## config.mk

```make
export PLATFORM = sky130hd
export DESIGN_NAME = alu_issue_ctrl_flat
export DESIGN_NICKNAME = d
export VERILOG_FILES = /design/src/rtl/alu_issue_ctrl_if.sv /design/src/rtl/alu_issue_ctrl.sv /design/src/flat_wrapper.sv
export SDC_FILE = /design/constraint.sdc
export NUM_CORES = 1
export LEC_CHECK = 0
export CAP_MARGIN = 10
export CORE_MARGIN = 1.5
export CORE_UTILIZATION = 44
export DETAILED_ROUTE_END_ITERATION = 7
export PLACE_DENSITY_LB_ADDON = 0.12
export SLEW_MARGIN = 20
export SYNTH_ARGS = -nofsm -noshare
export SYNTH_HDL_FRONTEND = slang
export SYNTH_SLANG_ARGS = --single-unit
```

## constraint.sdc

```tcl
create_clock -name clk -period 2.75 [get_ports clk]
set_input_delay 0.55 -clock clk [delete_from_list [all_inputs] [get_ports clk]]
set_output_delay 0.55 -clock clk [all_outputs]
set_load 0.005 [all_outputs]
```

## src/rtl/alu_issue_ctrl_if.sv

```systemverilog
// rtl/alu_issue_ctrl_if.sv - issue, register-file and ALU signal bundle for alu_issue_ctrl
interface alu_issue_ctrl_if #(
  parameter int REG_AW = 3
);
  logic              issue_valid;
  logic              issue_ready;
  logic [5:0]        issue_opcode;
  logic [REG_AW-1:0] issue_dst;
  logic [REG_AW-1:0] issue_src;
  logic [15:0]       issue_imm;
  logic [REG_AW-1:0] rf_rd_addr_a;
  logic [REG_AW-1:0] rf_rd_addr_b;
  logic [15:0]       rf_rd_data_a;
  logic [15:0]       rf_rd_data_b;
  logic              alu_start;
  logic [15:0]       alu_op1;
  logic [15:0]       alu_op2;
  logic [5:0]        alu_control;
  logic [15:0]       alu_out;
  logic [3:0]        alu_flags;
  logic              alu_done;
  logic              rf_we;
  logic [REG_AW-1:0] rf_wr_addr;
  logic [15:0]       rf_wr_data;

  // master is the issue controller; slave is decode + register file + ALU
  modport master (
    input  issue_valid, issue_opcode, issue_dst, issue_src, issue_imm,
    input  rf_rd_data_a, rf_rd_data_b, alu_out, alu_flags, alu_done,
    output issue_ready, rf_rd_addr_a, rf_rd_addr_b,
    output alu_start, alu_op1, alu_op2, alu_control,
    output rf_we, rf_wr_addr, rf_wr_data
  );

  modport slave (
    output issue_valid, issue_opcode, issue_dst, issue_src, issue_imm,
    output rf_rd_data_a, rf_rd_data_b, alu_out, alu_flags, alu_done,
    input  issue_ready, rf_rd_addr_a, rf_rd_addr_b,
    input  alu_start, alu_op1, alu_op2, alu_control,
    input  rf_we, rf_wr_addr, rf_wr_data
  );
endinterface

```

## src/rtl/alu_issue_ctrl.sv

```systemverilog
// rtl/alu_issue_ctrl.sv - single-instruction ALU issue controller (read, start/done, write-back)
module alu_issue_ctrl #(
  parameter int REG_AW  = 3,
  parameter int TIMEOUT = 15
) (
  input  logic                 clk,
  input  logic                 reset,
  alu_issue_ctrl_if.master     bus,
  output logic [3:0]           flags,
  output logic                 done,
  output logic                 error
);
  localparam int CW = $clog2(TIMEOUT + 1);

  typedef enum logic [1:0] {S_IDLE, S_READ, S_EXEC, S_WB} state_t;

  state_t            state_q, state_d;
  logic [5:0]        opc_q, opc_d;
  logic [REG_AW-1:0] dst_q, dst_d, src_q, src_d;
  logic [15:0]       imm_q, imm_d;
  logic [15:0]       op1_q, op1_d, op2_q, op2_d;
  logic [5:0]        ctl_q, ctl_d;
  logic [CW-1:0]     cnt_q, cnt_d;
  logic [15:0]       res_q, res_d;
  logic [3:0]        aflags_q, aflags_d, flags_q, flags_d;
  logic              err_q, err_d;
  logic              ready_c, start_c, we_c, done_c;
  logic [15:0]       op2_sel;
  logic              bad_op, no_write;

  function automatic logic is_legal(input logic [5:0] op);
    return (op >= 6'd11 && op <= 6'd28) || (op >= 6'd43 && op <= 6'd55) ||
           (op >= 6'd57 && op <= 6'd60);
  endfunction

  always_comb begin
    op2_sel  = opc_q[5] ? imm_q : bus.rf_rd_data_b;
    bad_op   = !is_legal(opc_q) ||
               ((opc_q inside {6'b010011, 6'b110011, 6'b010100, 6'b110100}) && op2_sel == 16'd0) ||
               (opc_q == 6'b111011 && (bus.rf_rd_data_a == 16'd0 || bus.rf_rd_data_a[15]));
    // compare and test forms only update flags
    no_write = ctl_q inside {6'b011001, 6'b111001, 6'b011010, 6'b111010};
  end

  always_ff @(posedge clk) begin
    if (reset) begin
      state_q  <= S_IDLE;
      opc_q    <= '0;
      dst_q    <= '0;
      src_q    <= '0;
      imm_q    <= '0;
      op1_q    <= '0;
      op2_q    <= '0;
      ctl_q    <= '0;
      cnt_q    <= '0;
      res_q    <= '0;
      aflags_q <= '0;
      flags_q  <= '0;
      err_q    <= 1'b0;
    end else begin
      state_q  <= state_d;
      opc_q    <= opc_d;
      dst_q    <= dst_d;
      src_q    <= src_d;
      imm_q    <= imm_d;
      op1_q    <= op1_d;
      op2_q    <= op2_d;
      ctl_q    <= ctl_d;
      cnt_q    <= cnt_d;
      res_q    <= res_d;
      aflags_q <= aflags_d;
      flags_q  <= flags_d;
      err_q    <= err_d;
    end
  end

  always_comb begin
    state_d  = state_q;
    opc_d    = opc_q;
    dst_d    = dst_q;
    src_d    = src_q;
    imm_d    = imm_q;
    op1_d    = op1_q;
    op2_d    = op2_q;
    ctl_d    = ctl_q;
    cnt_d    = cnt_q;
    res_d    = res_q;
    aflags_d = aflags_q;
    flags_d  = flags_q;
    err_d    = 1'b0;
    ready_c  = 1'b0;
    start_c  = 1'b0;
    we_c     = 1'b0;
    done_c   = 1'b0;
    case (state_q)
      S_IDLE: begin
        ready_c = 1'b1;
        if (bus.issue_valid) begin
          opc_d   = bus.issue_opcode;
          dst_d   = bus.issue_dst;
          src_d   = bus.issue_src;
          imm_d   = bus.issue_imm;
          state_d = S_READ;
        end
      end
      S_READ: begin
        if (bad_op) begin
          err_d   = 1'b1;
          state_d = S_IDLE;
        end else begin
          op1_d   = bus.rf_rd_data_a;
          op2_d   = op2_sel;
          ctl_d   = opc_q;
          cnt_d   = '0;
          state_d = S_EXEC;
        end
      end
      S_EXEC: begin
        start_c = 1'b1;
        // a done in the last allowed cycle still wins over the timeout
        if (bus.alu_done) begin
          res_d    = bus.alu_out;
          aflags_d = bus.alu_flags;
          state_d  = S_WB;
        end else if (cnt_q == CW'(TIMEOUT - 1)) begin
          err_d   = 1'b1;
          state_d = S_IDLE;
        end else begin
          cnt_d = cnt_q + CW'(1);
        end
      end
      S_WB: begin
        done_c  = 1'b1;
        we_c    = !no_write;
        flags_d = aflags_q;
        state_d = S_IDLE;
      end
      default: state_d = S_IDLE;
    endcase
  end

  assign bus.issue_ready  = ready_c;
  assign bus.rf_rd_addr_a = dst_q;
  assign bus.rf_rd_addr_b = src_q;
  assign bus.alu_start    = start_c;
  assign bus.alu_op1      = op1_q;
  assign bus.alu_op2      = op2_q;
  assign bus.alu_control  = ctl_q;
  assign bus.rf_we        = we_c;
  assign bus.rf_wr_addr   = dst_q;
  assign bus.rf_wr_data   = res_q;
  assign flags            = flags_q;
  assign done             = done_c;
  assign error            = err_q;
endmodule

```

## src/flat_wrapper.sv

```systemverilog
// flat-port wrapper written by rule: the top's interface ports become plain ports
module alu_issue_ctrl_flat 
#(
  parameter int REG_AW  = 3,
  parameter int TIMEOUT = 15
)
  (clk, reset, flags, done, error, bus_issue_valid, bus_issue_opcode, bus_issue_dst, bus_issue_src, bus_issue_imm, bus_rf_rd_data_a, bus_rf_rd_data_b, bus_alu_out, bus_alu_flags, bus_alu_done, bus_issue_ready, bus_rf_rd_addr_a, bus_rf_rd_addr_b, bus_alu_start, bus_alu_op1, bus_alu_op2, bus_alu_control, bus_rf_we, bus_rf_wr_addr, bus_rf_wr_data);
  alu_issue_ctrl_if #(.REG_AW(REG_AW)) bus_i ();
  input  logic clk;
  input  logic reset;
  output logic [3:0] flags;
  output logic done;
  output logic error;
  input wire logic [$bits(bus_i.issue_valid)-1:0] bus_issue_valid;
  input wire logic [$bits(bus_i.issue_opcode)-1:0] bus_issue_opcode;
  input wire logic [$bits(bus_i.issue_dst)-1:0] bus_issue_dst;
  input wire logic [$bits(bus_i.issue_src)-1:0] bus_issue_src;
  input wire logic [$bits(bus_i.issue_imm)-1:0] bus_issue_imm;
  input wire logic [$bits(bus_i.rf_rd_data_a)-1:0] bus_rf_rd_data_a;
  input wire logic [$bits(bus_i.rf_rd_data_b)-1:0] bus_rf_rd_data_b;
  input wire logic [$bits(bus_i.alu_out)-1:0] bus_alu_out;
  input wire logic [$bits(bus_i.alu_flags)-1:0] bus_alu_flags;
  input wire logic [$bits(bus_i.alu_done)-1:0] bus_alu_done;
  output wire logic [$bits(bus_i.issue_ready)-1:0] bus_issue_ready;
  output wire logic [$bits(bus_i.rf_rd_addr_a)-1:0] bus_rf_rd_addr_a;
  output wire logic [$bits(bus_i.rf_rd_addr_b)-1:0] bus_rf_rd_addr_b;
  output wire logic [$bits(bus_i.alu_start)-1:0] bus_alu_start;
  output wire logic [$bits(bus_i.alu_op1)-1:0] bus_alu_op1;
  output wire logic [$bits(bus_i.alu_op2)-1:0] bus_alu_op2;
  output wire logic [$bits(bus_i.alu_control)-1:0] bus_alu_control;
  output wire logic [$bits(bus_i.rf_we)-1:0] bus_rf_we;
  output wire logic [$bits(bus_i.rf_wr_addr)-1:0] bus_rf_wr_addr;
  output wire logic [$bits(bus_i.rf_wr_data)-1:0] bus_rf_wr_data;
  assign bus_i.issue_valid = bus_issue_valid;
  assign bus_i.issue_opcode = bus_issue_opcode;
  assign bus_i.issue_dst = bus_issue_dst;
  assign bus_i.issue_src = bus_issue_src;
  assign bus_i.issue_imm = bus_issue_imm;
  assign bus_i.rf_rd_data_a = bus_rf_rd_data_a;
  assign bus_i.rf_rd_data_b = bus_rf_rd_data_b;
  assign bus_i.alu_out = bus_alu_out;
  assign bus_i.alu_flags = bus_alu_flags;
  assign bus_i.alu_done = bus_alu_done;
  assign bus_issue_ready = bus_i.issue_ready;
  assign bus_rf_rd_addr_a = bus_i.rf_rd_addr_a;
  assign bus_rf_rd_addr_b = bus_i.rf_rd_addr_b;
  assign bus_alu_start = bus_i.alu_start;
  assign bus_alu_op1 = bus_i.alu_op1;
  assign bus_alu_op2 = bus_i.alu_op2;
  assign bus_alu_control = bus_i.alu_control;
  assign bus_rf_we = bus_i.rf_we;
  assign bus_rf_wr_addr = bus_i.rf_wr_addr;
  assign bus_rf_wr_data = bus_i.rf_wr_data;
  alu_issue_ctrl #(.REG_AW(REG_AW), .TIMEOUT(TIMEOUT)) u_core (.clk(clk), .reset(reset), .bus(bus_i), .flags(flags), .done(done), .error(error));
endmodule
```

==> reports/results.md, run 1 <==
• **Crit-path slowest cell** or4_1
• **crit-path max FO** 24
• **routability congestion estimate** 0.7952
• **number of rows created at floorplan** 34
• **final worst-path setup slack** 0.2104 ns
• **io pins** 156
• **actual transition at the worst max-transition pin** 0.6516 ns
• **Ant. Diodes** 0
• **Hold/Removal Path Class** flop to flop
• **Die Span Y** 98.62 um
• **synthesized area** 4023 um^2
• **largest clock skew in the final design** 0.01190 ns
• **upper clock frequency limit** 393.8 MHz
• **DR iter-0 viols** 182
• **critical path data required time** 2.97 ns
• **Area Growth Syn to Fin** 46.47%
• **Worst EP arrival** 2.76 ns
• **Max-Cap Viols** 0
• **average wire length per cell after detail routing** 14.54 um
• **WL final** 10440 um
• **post-route DRC violation count** 10
• **Congestion Overflow GR** 0
• **total power** 0.002846 W
• **Total Nets Final** 696
• **level count of the clock H-tree** 3
• **proportion of register bits with asynchronous set or reset after synthesis** 0%
• **most instantiated flip-flop cell in the synthesis netlist** dfxtp_1
• **Clock Sinks** 97
• **Post-CTS Hold Fix Bufs** 0
• **drt first pass iters** 7
• **initial core utilization** 45.68%
• **Post-Layout Cell Count** 718
• **root buffer selected by CTS** clkbuf_8
• **final-report setup violation count** 0
• **Final Max Slew Viols** 0
• **Slowest Stage Delay on Critical Path** 0.56 ns
• **Hold Startpoint** u_core.aflags_q[2]
• **CP Capture Type** flop
• **cell types with the largest area share after synthesis** dfxtp_1 48%, mux2i_1 11%, nand2_1 9.3%
• **via count of the first global-routing pass** 3606
• **first-pass GRT wire length** 16910 um
• **DR vias** 3680
• **post-cts gate resize count** 0
• **number of enable-type register cells in the synthesized netlist** 0
• **fraction of final layout cells with drive strength greater than 1** 5.902%
• **number of antenna violations at the first check in global routing** 0
• **part of the Yosys area used for sequential elements** 48.27%
• **largest net degree at the start of global routing** 43
• **DRT antenna net count** 0
• **launching instance or port of the critical path** bus_rf_rd_data_b[11]
• **total power per unit cell area** 483.1 nW/um^2
• **DP Worst Slack** -0.1494 ns
• **Cell variety after synth** 47
• **violations in the final reports** DRC
• **Cells after Synth** 457
• **drt via density** 5.125
• **clock tree from TritonCTS** built
• **post-DP HPWL** 7685 um
• **Num CTS Buffers** 9
• **run status** complete, but fails checks
• **critical setup path kind** input pin to flop
• **period utilization** 92.35%
• **reg2reg start** u_core.opc_q[5]
• **nets in the synthesized netlist** 547
• **final worst path period need** 2.540 ns
• **port bufs** 155
• **maximum buffer depth of the clock tree** 2
• **flip-flop and latch count after synthesis** 97
• **cells along the critical path** clkdlybuf4s50_1 > or4_1 > o22a_1 > a2111oi_4 > nor4b_2 > buf_12 > mux2i_1 > nor2_1
• **kind of launch point of the worst setup path** input pin
• **syn_area_per_cell** 8.802 um^2
• **Post CTS Setup Buffer Count** 0
• **Slew HR** 56.45%
• **cell taking the most area after synthesis** dfxtp_1
• **reported leakage power** 2.015 nW
• **Die Wd** 98.62 um
• **area share of the largest cell type after synthesis** 48.27%
• **GRT Resource Usage Total** 21.35%
• **clock latency at the later pin of the worst-skew pair** 0.35 ns
• **Placed Cells** 703
• **fraction of the core area covered by cells at the end of the flow** 66.91%
• **number of warning messages in the yosys log** 0
• **Core Footprint** 8806 um^2
• **Worst VDD drop** 294.1 uV
• **final hold violation count** 0
• **CTS clk-pin slew, worst paths** 0.09 ns
• **total die area** 9725 um^2
• **RSZ-0062 raised after global routing** no
report_power, final:
part           leakage [nW]  switching (W)  total [W]  internal (W)
Clock                 0.110       0.000466    0.00100      0.000536
Sequential            0.786      0.0000347    0.00148       0.00144
Combinational          1.12       0.000153   0.000368      0.000215
final cells by class:
cell class	count	area, um^2
Inverter	6	22.52
Sequential cell	97	1942
Tap cell	108	135.1
Fill cell	761	2914
Clock buffer	11	141.4
Multi-Input combinational cell	322	1889
Clock inverter	4	77.57
Timing Repair Buffer	170	1684
worst max-delay path: cells and delay by family:
kind,cells,cell delay (ns)
mux,1,0.17
buf+inv,2,0.62
compound gates,2,0.63
simple gates,3,0.77
logic make-up (layout without fill, tap and decap cells):
kind of cell / count (synthesis) / after routing / share of synthesized area, %
compound gates: 90 / 90 / 14.31
flops: 97 / 97 / 48.27
simple gates: 182 / 182 / 19.72
buf+inv: 38 / 191 / 4.914
xor+xnor: 1 / 1 / 0.2178
fa+ha+maj: 6 / 6 / 1.866
mux: 43 / 43 / 10.70
metrics by stage:
| stage | area [um^2] | hold slack, ns | setup TNS (ns) |
|---|---|---|---|
| global placement | 5673 | 0.4405 | -1.631 |
| detailed placement | 5673 | 0.4474 | -3.818 |
| floorplan | 4023 | 0.4360 | 0 |
| global route | 5892 | 0.4886 | 0 |
| CTS | 5892 | 0.4601 | 0 |
| finish | 5892 | 0.4584 | 0 |
synth_stat cells (2+ instances only):
| master | instances |
|---|---|
| a211oi_1 | 15 |
| a21o_1 | 2 |
| a21oi_1 | 51 |
| and2_1 | 3 |
| buf_1 | 5 |
| buf_2 | 2 |
| buf_4 | 4 |
| buf_6 | 5 |
| clkbuf_1 | 16 |
| dfxtp_1 | 97 |
| ha_1 | 6 |
| inv_1 | 6 |
| mux2i_1 | 43 |
| nand2_1 | 100 |
| nand3_1 | 4 |
| nand3b_1 | 3 |
| nor2_1 | 46 |
| nor2b_1 | 3 |
| nor3_1 | 2 |
| nor4_1 | 7 |
| o21ai_0 | 7 |
| o22a_1 | 2 |
| o31ai_1 | 2 |
| or4_1 | 2 |
| or4b_1 | 2 |
state kept, by name, indices dropped and copies added, names as in the netlist:
name                     flops
u_core.bus.rf_rd_addr_b      3
u_core.bus.alu_op1          16
u_core.aflags_q              4
u_core.error                 1
u_core.bus.alu_control       6
u_core.cnt_q                 4
u_core.bus.rf_rd_addr_a      3
u_core.imm_q                16
u_core.opc_q                 6
u_core.state_q               2
u_core.bus.alu_op2          16
u_core.flags                 4
u_core.bus.rf_wr_data       16
cells in the final DEF (no fill, tap or decap), drive strengths merged, types with 3 or more instances in the layout:
| cell type | netlist | final |
|---|---|---|
| inv | 6 | 6 |
| ha | 6 | 6 |
| a211oi | 16 | 16 |
| nor2b | 3 | 3 |
| and2 | 3 | 3 |
| clkdlybuf4s50 | 0 | 154 |
| nor2 | 46 | 46 |
| a21oi | 51 | 51 |
| clkbuf | 16 | 11 |
| o21ai | 7 | 7 |
| nor4 | 7 | 7 |
| mux2i | 43 | 43 |
| nand3 | 4 | 4 |
| nand2 | 100 | 100 |
| buf | 16 | 16 |
| nand3b | 3 | 3 |
| dfxtp | 97 | 97 |
path summary, 6_finish.rpt:
kind,cells past startpoint,slack [ns],to
max reg2reg,7,0.26,u_core.bus.alu_control[0]
min,2,0.46,u_core.aflags_q[2]
max,8,0.21,u_core.bus.alu_control[0]
min reg2reg,2,0.46,u_core.aflags_q[2]
routing by layer:
metal  global-route usage (%)  up-vias  share of wire, %
met3                    4.113       12               5.6
li1                         -     1858                 -
met5                        0        -                 0
met1                    26.01     1706                43
met2                    38.03      104                50
met4                    6.813        0               1.3
(Power assumes the default switching activity.)
==> inputs of run 2 (changes only) <==
--- a/config.mk
+++ b/config.mk
@@ -9,7 +9,9 @@
 export CORE_MARGIN = 1.5
 export CORE_UTILIZATION = 44
 export DETAILED_ROUTE_END_ITERATION = 7
+export MAX_ROUTING_LAYER = met4
 export PLACE_DENSITY_LB_ADDON = 0.12
+export REMOVE_ABC_BUFFERS = 1
 export SLEW_MARGIN = 20
 export SYNTH_ARGS = -nofsm -noshare
 export SYNTH_HDL_FRONTEND = slang
==> run 2 against run 1 <==
  * Maximum frequency grew 1.6%
  * Total power shrank 3.3%
  * Clock skew is essentially flat
  * Non-clock buffer count shrank 3
  * Clock power shrank 8%
  * Die area is the same
  * Largest cell class unchanged
  * Core utilization shrank 0.36 points
  * Via count shrank 1.0%
  * Wire length shrank 3.6%
  * Worst hold slack gained 0.00060 ns
  * The flow still finishes with violations (DRC)
  * Critical path type unchanged
  * Worst setup slack gained 0.041 ns
  * Critical path depth is the same
==> reports/results.md, run 2 (synthesis gave the netlist of run 1 again) <==
• **Post CTS Setup Buffer Count** 0, unchanged
• **upper clock frequency limit** 400.2 MHz, +1.6%
• **DRT antenna net count** 0, unchanged
• **final-report setup violation count** 0, unchanged
• **CP Capture Type** flop
• **met1 wire length** 4394 um, -3.0%
• **run status** complete, but fails checks
• **root buffer selected by CTS** clkbuf_8
• **Hold/Removal Path Class** flop to flop
• **largest net degree at the start of global routing** 55, +28%
• **Slew HR** 56.30%, -0.15 points
• **RSZ-0062 raised after global routing** no
• **total die area** 9725 um^2, unchanged
• **Detail Route met3 WL** 672 um, +15%
• **Worst VDD drop** 338.9 uV, +15%
• **final hold violation count** 0, unchanged
• **r2r setup slk** 0.44 ns, +0.18 ns
• **io pins** 156, unchanged
• **average wire length per cell after detail routing** 14.05 um, -3.3%
• **reg2reg start** u_core.opc_q[2]
• **final worst path period need** 2.499 ns, -0.04103 ns
• **most common library cell in the layout ignoring fill and taps** clkdlybuf4s50_1
• **total power per unit cell area** 469.7 nW/um^2, -2.8%
• **Finished Cell Area** 5861 um^2, -0.53%
• **met2 layer wire length in the routed design** 4840 um, -6.8%
• **initial core utilization** 45.68%, unchanged
• **post-cts gate resize count** 0, unchanged
• **Core Footprint** 8806 um^2, unchanged
• **Die Span Y** 98.62 um, unchanged
• **top library cells by usage in the layout, fill and taps aside** 154 x clkdlybuf4s50_1, 100 x nand2_1, 97 x dfxtp_1
• **cells along the critical path** clkdlybuf4s50_1 > nor4_1 > a41oi_1 > nor3_1 > nor4b_2 > buf_12 > mux2i_1 > nor2_1
• **drt first pass iters** 7, unchanged
• **DR iter-0 viols** 150, -18%
• **first-pass GRT wire length** 16480 um, -2.6%
• **Slowest Stage Delay on Critical Path** 0.62 ns, +0.06 ns
• **post-route DRC violation count** 9, -1
• **Area Growth Syn to Fin** 45.69%
• **GRT Resource Usage Total** 21.77%, +0.42 points
• **critical path data required time** 3.01 ns, +0.04 ns
• **top metal layer carrying routed signals** met4
• **combined buffer and inverter count along the critical path** 2, unchanged
• **Total Nets Final** 693, -0.43%
• **critical setup path kind** input pin to flop
• **reported leakage power** 1.999 nW, -0.82%
• **cell family with most CP delay** simple AND/OR/NAND/NOR gates
• **period utilization** 90.86%, -1.5 points
• **Hold Startpoint** u_core.bus.rf_wr_data[6]
• **Ant. Diodes** 0, unchanged
• **worst reg2reg endpoint** u_core.bus.alu_op1[7]
• **violations in the final reports** DRC
• **routability congestion estimate** 0.7665, -3.6%
• **Post-Layout Cell Count** 716, -0.28%
• **actual transition at the worst max-transition pin** 0.6539 ns, +0.002335 ns
• **number of rows created at floorplan** 34, unchanged
• **CTS clk-pin slew, worst paths** 0.10 ns, about the same
• **Worst EP arrival** 2.76 ns, about the same
• **Crit-path slowest cell** nor4b_2
• **dpl cell area** 5663 um^2, -0.18%
• **largest clock skew in the final design** 0.01197 ns, +0.00006900 ns
• **Placed Cells** 700, -0.43%
• **level count of the clock H-tree** 3, unchanged
• **maximum buffer depth of the clock tree** 2, unchanged
• **Worst Reg-to-Reg Cells** 7, unchanged
• **kind of launch point of the worst setup path** input pin
• **Final Max Slew Viols** 0, unchanged
• **Clock Sinks** 97, unchanged
• **Post-CTS Hold Fix Bufs** 0, unchanged
• **Max-Cap Viols** 0, unchanged
• **Num CTS Buffers** 9, unchanged
• **number of cells on the worst hold path** 2, unchanged
• **via count of the first global-routing pass** 3526, -2.2%
• **fill count** 744, -2.2%
• **crit-path max FO** 21, -13%
• **drt via density** 5.088, -0.73%
• **Congestion Overflow GR** 0, unchanged
• **post-DP HPWL** 7377 um, -4.0%
• **clock latency at the later pin of the worst-skew pair** 0.36 ns, about the same
• **fraction of final layout cells with drive strength greater than 1** 5.757%, -0.15 points
• **port bufs** 155, unchanged
• **clock tree from TritonCTS** built
• **WL final** 10060 um, -3.6%
• **number of antenna violations at the first check in global routing** 0, unchanged
• **hold endpoint** u_core.bus.rf_wr_data[6]
• **DR vias** 3643, -1.0%
• **Die Wd** 98.62 um, unchanged
run 2: cell count changes in the layout (fill, tap and decap cells not counted), sizes merged:
cell / change
buf: -3
bufinv: -2
inv: +3
run 2: worst min-delay path: cells and delay by family (launching register included):
kind            cells  cell delay [ns]
flops               1             0.32
simple gates        1             0.05
compound gates      1             0.05
run 2: worst max-delay path by stage:
stage / slack [ns] / to / from / cells after the start
detailed placement: -0.14 / u_core.bus.alu_op1[2] / bus_rf_rd_data_a[5] / 8
global route: 0.06 / u_core.bus.alu_op1[3] / bus_rf_rd_data_a[12] / 8
finish: 0.25 / u_core.bus.alu_op1[7] / bus_rf_rd_data_a[5] / 8
CTS: 0.25 / u_core.bus.alu_op1[2] / bus_rf_rd_data_a[5] / 8
global placement: -0.07 / u_core.bus.alu_op1[1] / bus_rf_rd_data_a[6] / 8
floorplan: -5.26 / u_core.state_q[1] / u_core.opc_q[5] / 5
run 2: area by class of cell:
cell class | instances | area, um^2 | share of cell area, %
Clock buffer | 11 | 151.4 | 2.583
Inverter | 6 | 22.52 | 0.3843
Timing Repair Buffer | 167 | 1674 | 28.57
Tap cell | 108 | 135.1 | 2.306
Sequential cell | 97 | 1942 | 33.13
Clock inverter | 5 | 46.29 | 0.7899
Multi-Input combinational cell | 322 | 1889 | 32.24
run 2: through the flow:
step	hold WS, ns	power [W]	setup TNS, ns	worst slack, ns	utilization [%]
after floorplan	0.4300	0.001636	-193.85	-5.264	-
after global placement	0.4413	0.001864	-1.788	-0.07332	64.31
after detailed placement	0.4457	0.001871	-4.084	-0.1390	64.31
after CTS	0.4598	0.002787	0	0.2510	66.55
after global routing	0.4816	0.002893	0	0.06379	66.55
final	0.4590	0.002753	0	0.2514	66.55
run 2: metal layers:
metal	up-vias	track usage, %
li1	1861	-
met1	1670	25.47
met2	99	35.63
met3	13	5.887
met4	0	8.791
met5	-	-
run 2: report_power, final:
part	switching [W]	internal, W	total (W)
Clock	0.000521	0.000395	0.000916
Sequential	0.0000311	0.00144	0.00147
Combinational	0.000151	0.000213	0.000364
Total	0.000703	0.00205	0.00275
